--- src/rtl/rv32i_mem_pkg.sv ---
// rv32i_mem_pkg: shared definitions for the data-memory arbiter slice.
//   - RV32I load/store funct3 width/sign codes
//   - arbiter FSM state encoding
//   - grant id encoding (which requester owns the current access)
`timescale 1ns/1ps
package rv32i_mem_pkg;

  localparam logic [2:0] F3_B  = 3'd0;
  localparam logic [2:0] F3_H  = 3'd1;
  localparam logic [2:0] F3_W  = 3'd2;
  localparam logic [2:0] F3_BU = 3'd4;
  localparam logic [2:0] F3_HU = 3'd5;

  typedef enum logic [1:0] {
    IDLE  = 2'd0,
    ISSUE = 2'd1,
    RESP  = 2'd2
  } arb_state_t;

  typedef enum logic {
    GNT_IF = 1'b0,
    GNT_LS = 1'b1
  } gnt_id_t;

endpackage

--- src/rtl/mem_lane_align.sv ---
// mem_lane_align: combinational byte-lane formatter for a 32-bit memory.
//   func3      in  RV32I width/sign code
//   we         in  1 = store, 0 = load
//   addr_lo    in  byte offset within the word
//   wdata      in  right-aligned store data
//   rdata      in  raw memory word
//   store_op   out byte-lane write mask (0 for loads and errors)
//   store_data out lane-replicated store data (0 for loads and errors)
//   load_data  out extracted and extended load data
//   err        out misaligned access or illegal func3
`timescale 1ns/1ps
module mem_lane_align
  import rv32i_mem_pkg::*;
(
  input  logic [2:0]  func3,
  input  logic        we,
  input  logic [1:0]  addr_lo,
  input  logic [31:0] wdata,
  input  logic [31:0] rdata,
  output logic [3:0]  store_op,
  output logic [31:0] store_data,
  output logic [31:0] load_data,
  output logic        err
);

  logic [7:0]  rd_byte;
  logic [15:0] rd_half;

  assign rd_byte = rdata[{addr_lo, 3'b000} +: 8];
  assign rd_half = rdata[{addr_lo[1], 4'b0000} +: 16];

  always_comb begin
    store_op   = '0;
    store_data = '0;
    load_data  = '0;
    err        = 1'b0;
    if (we) begin
      case (func3)
        F3_B: begin
          store_op   = 4'b0001 << addr_lo;
          store_data = {4{wdata[7:0]}};
        end
        F3_H: begin
          err        = addr_lo[0];
          store_op   = 4'b0011 << {addr_lo[1], 1'b0};
          store_data = {2{wdata[15:0]}};
        end
        F3_W: begin
          err        = |addr_lo;
          store_op   = 4'b1111;
          store_data = wdata;
        end
        default: err = 1'b1;
      endcase
      if (err) begin
        store_op   = '0;
        store_data = '0;
      end
    end else begin
      case (func3)
        F3_B:  load_data = {{24{rd_byte[7]}}, rd_byte};
        F3_BU: load_data = {24'b0, rd_byte};
        F3_H: begin
          err       = addr_lo[0];
          load_data = {{16{rd_half[15]}}, rd_half};
        end
        F3_HU: begin
          err       = addr_lo[0];
          load_data = {16'b0, rd_half};
        end
        F3_W: begin
          err       = |addr_lo;
          load_data = rdata;
        end
        default: err = 1'b1;
      endcase
    end
  end

endmodule

--- src/rtl/dmem_arbiter.sv ---
// dmem_arbiter: sequences a shared single-port memory between instruction
// fetch (IF) and the load/store unit (LS). IDLE -> ISSUE -> RESP per access;
// trapped LS requests go IDLE -> RESP without touching memory.
//   clk, rst_n                 clock, async active-low reset
//   if_req/if_addr             fetch request (address forced word aligned)
//   if_gnt/if_rvalid/if_rdata  fetch issue pulse, completion pulse, word
//   ls_req/ls_we/ls_func3/ls_addr/ls_wdata  load/store request payload
//   ls_gnt/ls_rvalid/ls_rdata/ls_err        issue, completion, data, trap
//   mem_req/mem_we/mem_addr/mem_store_op/mem_wdata/mem_rdata  memory pins
// Build option: DMEM_ARB_RR_EN selects round-robin arbitration on
// contention; otherwise LS has fixed priority.
`timescale 1ns/1ps
module dmem_arbiter
  import rv32i_mem_pkg::*;
#(
  parameter int unsigned ADDR_W = 14,
  parameter int unsigned DATA_W = 32
) (
  input  logic              clk,
  input  logic              rst_n,
  input  logic              if_req,
  input  logic [ADDR_W-1:0] if_addr,
  output logic              if_gnt,
  output logic              if_rvalid,
  output logic [DATA_W-1:0] if_rdata,
  input  logic              ls_req,
  input  logic              ls_we,
  input  logic [2:0]        ls_func3,
  input  logic [ADDR_W-1:0] ls_addr,
  input  logic [DATA_W-1:0] ls_wdata,
  output logic              ls_gnt,
  output logic              ls_rvalid,
  output logic [DATA_W-1:0] ls_rdata,
  output logic              ls_err,
  output logic              mem_req,
  output logic              mem_we,
  output logic [ADDR_W-1:0] mem_addr,
  output logic [3:0]        mem_store_op,
  output logic [DATA_W-1:0] mem_wdata,
  input  logic [DATA_W-1:0] mem_rdata
);

  arb_state_t  state_q, state_d;
  gnt_id_t     gid_q, gid_d;
  logic [2:0]  f3_q, f3_d;
  logic [1:0]  alo_q, alo_d;
  logic        we_q, we_d;

  logic              mem_req_d, mem_we_d;
  logic [ADDR_W-1:0] mem_addr_d;
  logic [3:0]        mem_store_op_d;
  logic [DATA_W-1:0] mem_wdata_d;
  logic              if_gnt_d, if_rvalid_d, ls_gnt_d, ls_rvalid_d, ls_err_d;

  logic        ls_win, if_win;
  logic [2:0]  al_f3;
  logic [1:0]  al_lo;
  logic        al_we;
  logic [3:0]  al_store_op;
  logic [31:0] al_store_data, al_load_data;
  logic        al_err;

  // Fetch addresses are forced to word alignment; the low bits are dropped.
  logic unused_if_lo;
  assign unused_if_lo = ^if_addr[1:0];

`ifdef DMEM_ARB_RR_EN
  gnt_id_t last_grant_q;

  always_ff @(posedge clk or negedge rst_n) begin
    if (!rst_n) begin
      last_grant_q <= GNT_IF;
    end else if (state_q == IDLE && (ls_win || if_win)) begin
      last_grant_q <= ls_win ? GNT_LS : GNT_IF;
    end
  end

  always_comb begin
    if (ls_req && if_req) ls_win = (last_grant_q == GNT_IF);
    else                  ls_win = ls_req;
  end
`else
  assign ls_win = ls_req;
`endif

  assign if_win = if_req && !ls_win;

  // One formatter serves both phases: live LS payload while arbitrating in
  // IDLE (store lanes, trap check), latched payload afterwards (load extract).
  assign al_f3 = (state_q == IDLE) ? ls_func3    : f3_q;
  assign al_lo = (state_q == IDLE) ? ls_addr[1:0] : alo_q;
  assign al_we = (state_q == IDLE) ? ls_we       : we_q;

  mem_lane_align u_align (
    .func3      (al_f3),
    .we         (al_we),
    .addr_lo    (al_lo),
    .wdata      (ls_wdata),
    .rdata      (mem_rdata),
    .store_op   (al_store_op),
    .store_data (al_store_data),
    .load_data  (al_load_data),
    .err        (al_err)
  );

  always_comb begin
    state_d        = state_q;
    gid_d          = gid_q;
    f3_d           = f3_q;
    alo_d          = alo_q;
    we_d           = we_q;
    mem_req_d      = 1'b0;
    mem_we_d       = 1'b0;
    mem_addr_d     = '0;
    mem_store_op_d = '0;
    mem_wdata_d    = '0;
    if_gnt_d       = 1'b0;
    if_rvalid_d    = 1'b0;
    ls_gnt_d       = 1'b0;
    ls_rvalid_d    = 1'b0;
    ls_err_d       = 1'b0;
    case (state_q)
      IDLE: begin
        if (ls_win) begin
          gid_d    = GNT_LS;
          f3_d     = ls_func3;
          alo_d    = ls_addr[1:0];
          we_d     = ls_we;
          ls_gnt_d = 1'b1;
          if (al_err) begin
            state_d     = RESP;
            ls_rvalid_d = 1'b1;
            ls_err_d    = 1'b1;
          end else begin
            state_d        = ISSUE;
            mem_req_d      = 1'b1;
            mem_we_d       = ls_we;
            mem_addr_d     = {ls_addr[ADDR_W-1:2], 2'b00};
            mem_store_op_d = al_store_op;
            mem_wdata_d    = al_store_data;
          end
        end else if (if_win) begin
          gid_d      = GNT_IF;
          we_d       = 1'b0;
          state_d    = ISSUE;
          mem_req_d  = 1'b1;
          mem_addr_d = {if_addr[ADDR_W-1:2], 2'b00};
          if_gnt_d   = 1'b1;
        end
      end
      ISSUE: begin
        state_d = RESP;
        if (gid_q == GNT_LS) ls_rvalid_d = 1'b1;
        else                 if_rvalid_d = 1'b1;
      end
      RESP:    state_d = IDLE;
      default: state_d = IDLE;
    endcase
  end

  always_ff @(posedge clk or negedge rst_n) begin
    if (!rst_n) begin
      state_q      <= IDLE;
      gid_q        <= GNT_IF;
      f3_q         <= '0;
      alo_q        <= '0;
      we_q         <= 1'b0;
      mem_req      <= 1'b0;
      mem_we       <= 1'b0;
      mem_addr     <= '0;
      mem_store_op <= '0;
      mem_wdata    <= '0;
      if_gnt       <= 1'b0;
      if_rvalid    <= 1'b0;
      ls_gnt       <= 1'b0;
      ls_rvalid    <= 1'b0;
      ls_err       <= 1'b0;
    end else begin
      state_q      <= state_d;
      gid_q        <= gid_d;
      f3_q         <= f3_d;
      alo_q        <= alo_d;
      we_q         <= we_d;
      mem_req      <= mem_req_d;
      mem_we       <= mem_we_d;
      mem_addr     <= mem_addr_d;
      mem_store_op <= mem_store_op_d;
      mem_wdata    <= mem_wdata_d;
      if_gnt       <= if_gnt_d;
      if_rvalid    <= if_rvalid_d;
      ls_gnt       <= ls_gnt_d;
      ls_rvalid    <= ls_rvalid_d;
      ls_err       <= ls_err_d;
    end
  end

  // Memory data arrives in the RESP cycle itself, so read data is formatted
  // combinationally from mem_rdata and gated by the registered rvalid/err.
  assign if_rdata = if_rvalid ? mem_rdata : '0;
  assign ls_rdata = (ls_rvalid && !ls_err && !we_q) ? al_load_data : '0;

endmodule

--- config.mk ---
export PLATFORM = sky130hd
export DESIGN_NAME = dmem_arbiter
export DESIGN_NICKNAME = d
export VERILOG_FILES = /design/src/rtl/rv32i_mem_pkg.sv /design/src/rtl/mem_lane_align.sv /design/src/rtl/dmem_arbiter.sv
export SDC_FILE = /design/constraint.sdc
export NUM_CORES = 1
export LEC_CHECK = 0
export BUFFER_PORTS_ARGS = -buffer_cell sky130_fd_sc_hd__buf_2
export CORE_MARGIN = 2
export CORE_UTILIZATION = 44
export CTS_CLUSTER_DIAMETER = 200
export DETAILED_ROUTE_END_ITERATION = 16
export PLACE_DENSITY = 0.81
export SETUP_SLACK_MARGIN = 0.02
export SLEW_MARGIN = 20
export SYNTH_ARGS = -nofsm -noshare
export SYNTH_HDL_FRONTEND = slang
export SYNTH_SLANG_ARGS = --single-unit
--- constraint.sdc ---
create_clock -name clk -period 2.6 [get_ports clk]
set_input_delay 0.13 -clock clk [delete_from_list [all_inputs] [get_ports clk]]
set_output_delay 0.13 -clock clk [all_outputs]
set_load 0.03 [all_outputs]
==> flow_summary.ini <==
[yosys]
ys_seq_area_share_pct = 43.5
synthXorXnorAreaFrac_pct = 0
synth_top_cell_area_share_pct = 43.5
yosysTopAreaCell = dfrtp_1
synth_compound_area_share_pct = 23.8
ys.flop_type = dfrtp_1
synthMuxAreaShare_pct = 4.08
yosysUniqueCellTypes = 55
synth_edf_count = 0
synth.most_common_cell = dfrtp_1
netlist_area_sq_mm = 0.00368
syn_inst = 398
synth_simple_gate_area_share_pct = 23.2
synth_common_cells = dfrtp_1 (64), nand2_1 (48), a21oi_1 (46), and2_1 (40), nor2_1 (31)
yosys-top-cells-area = dfrtp_1 (44%), and2_1 (6.8%), a21oi_1 (6.3%)
synth-adder-area-share_pct = 0
synth_top_family_by_area = compound AO/OA/AOI/OAI gates
synthArstFlopShare_pct = 100
synth-seq-cells = 64
yosysWarnings = 0
syn_area_per_cell_sq_um = 9.25

[placement]
dp_hpwl_um = 9700
dp_slack_ps = 68.2
port_buffers = 216
gp_congestion = 0.882
dp.cells = 718

[floorplan]
rows = 33
die-area_sq_mm = 0.00911
start_util_pct = 45.0
die_w_um = 95.5
io_pins = 221
core_sq_mm = 0.00818
die_h_um = 95.5

[global_route]
grt_antenna_before_repair = 1
grt_pass1_wl_um = 18600
grt_pass1_vias = 3715
track_usage_pct = 26.7
grt-ovfl-total = 0
grt_max_degree = 39

[detailed_routing]
drtIter0Drc = 255
wl_um = 12600
wire_per_inst_um = 17.1
drc = 0
ant_nets = 0
vias_per_cell = 5.43
drt_pass1_iterations = 6
num_vias = 4018

[timing]
hold_viol_final = 0
min_period_over_period_pct = 98.9
fin_ws_ps = 28.9
hold-worst-slack_ps = 16.8
period_minus_slack_ps = 2570
worstMarginPinSlew_ps = 875
slew_violations = 0
slew-limit-headroom_pct = 41.2
setup_violations = 0
timing.fmax_ghz = 0.389
tns_ps = 0
rsz0062_at_grt = yes
finalClockSkew_ps = 5.94

[worst_hold_path]
min_from = if_addr[3]
worstHoldEndpoint = mem_addr[3]$_DFF_PN0_
hold_depth = 2
hp-class = input port to flip-flop

[setup_path]
cp_cell_sequence = buf_12 -> or3b_4 -> a221oi_2 -> buf_4 -> nor3b_2 -> buf_4 -> o21ai_1 -> a211oi_2 -> buf_4
rr_startpoint = state_q[0]$_DFFE_PN0P_
crit_path_max_incr_delay_ps = 470
crit_top_cell = buf_4
crit_required_ps = 2470
critPathArrivalTime_ps = 2440
r2r_cells = 7
start_kind = flip-flop
r2r_slack_ps = 230
end_kind = output pin
cpMaxStageDelayCell = dfrtp_2
path_class = flip-flop to output pin
r2r_end = mem_addr[10]$_DFF_PN0_
worst-path-max-fanout = 14

[run]
maxCapViolCount = 0

[layout]
regArea_sq_mm = 0.00160
area_delta_synth_final_pct = 46.0
multi_input_area_sq_mm = 0.00198
final_nets = 729
final_layout_size_suffix_gt1_share_pct = 47.2
instances_no_fill = 740
n_fill_cell = 693

[cts]
cts_sinks = 64
htree_levels = 3
clk_path_buf_depth = 2
cts_tree = done
numCtsBuffers = 9
cts_root_buffer = clkbuf_8
clk_latency_ps = 330
clk_pin_slew_ps = 70

[power]
ir_drop_mv = 0.652
p_per_area_mw_per_mm2 = 1040
p_leak_nw = 2.81
power_mw = 5.61

[outcome]
status = finished clean
==> per-stage QoR <==
step | utilization, % | instance area, sq um
after detailed placement | 60.7 | 4960
after floorplan | - | 3680
after global placement | 60.7 | 4960
after global routing | 65.7 | 5370
after CTS | 64.1 | 5240
final | 65.7 | 5370
==> cells in the final DEF, fill, tap and decap left out, types with 9 or more instances in the layout <==
cell | netlist | layout
a21oi_1 | 46 | 44
and2_1 | 40 | 40
nor2_1 | 31 | 30
mux2i_1 | 9 | 9
buf_4 | 2 | 43
a22o_1 | 12 | 12
buf_2 | 7 | 189
nand2_1 | 48 | 48
o21ai_0 | 19 | 10
a22oi_1 | 16 | 16
clkbuf_8 | 0 | 10
dfrtp_1 | 64 | 62
==> cell type report <==
cell class,count,area share [%]
tap,105,2.45
inverter,6,0.419
clock buffer,11,2.63
antenna,1,0.0466
multi-input combinational,303,36.9
timing repair buffer,245,26.6
clock inverter,5,1.05
sequential,64,29.9
==> cell families after synthesis <==
group                  Yosys count
other                            1
AND/OR/NAND/NOR                156
AO/OA/AOI/OAI                  131
buffers and inverters           32
flip-flops                      64
multiplexers                    14
==> sequential cells by signal (all words and copies together) (netlist names), 2 cells and up <==
register and count:
mem_store_op 4, mem_wdata 32, state_q 2, mem_addr 12, alo_q 2, f3_q 3
==> where the power goes <==
| group | leakage, nW | switching, mW | internal (mW) |
|---|---|---|---|
| registers | 0.863 | 0.186 | 1.19 |
| logic | 1.85 | 2.13 | 1.27 |
| clock network | 0.0993 | 0.366 | 0.467 |
==> critical path: cells and delay by family (launching register included) <==
family                 cells  cell delay (ps)
buffers and inverters      4              710
AO/OA/AOI/OAI              3              480
flip-flops                 1              470
AND/OR/NAND/NOR            2              440
==> worst max path at each step <==
| stage | from | to | slack (ps) | depth (start not counted) |
|---|---|---|---|---|
| after floorplan | state_q[0]$_DFFE_PN0P_ | ls_rdata[0] | 110 | 7 |
| after global placement | state_q[0]$_DFFE_PN0P_ | ls_rdata[21] | 180 | 7 |
| after detailed placement | state_q[0]$_DFFE_PN0P_ | ls_rdata[17] | 70 | 7 |
| after CTS | state_q[1]$_DFFE_PN0P_ | ls_rdata[5] | 30 | 9 |
| after global routing | state_q[1]$_DFFE_PN0P_ | ls_rdata[2] | -40 | 9 |
| final | state_q[1]$_DFFE_PN0P_ | ls_rdata[5] | 30 | 9 |
==> timing repair <==
item | CTS | global route
hold endpoints to repair | 36 | 0
resized for setup | 14 | 54
endpoints found under the setup margin | 32 | 31
setup buffers | 3 | 1
pin swaps | 3 | 4
hold buffers | 1 | 0
==> per-layer routing <==
layer	vias up	global-route usage (%)	wire length [um]
met3	25	5.45	867
met1	1921	31.8	4880
met2	182	48.0	6560
met4	0	8.69	316
met5	-	0	0
li1	1890	-	-
Power figures use the tool's default switching activity.
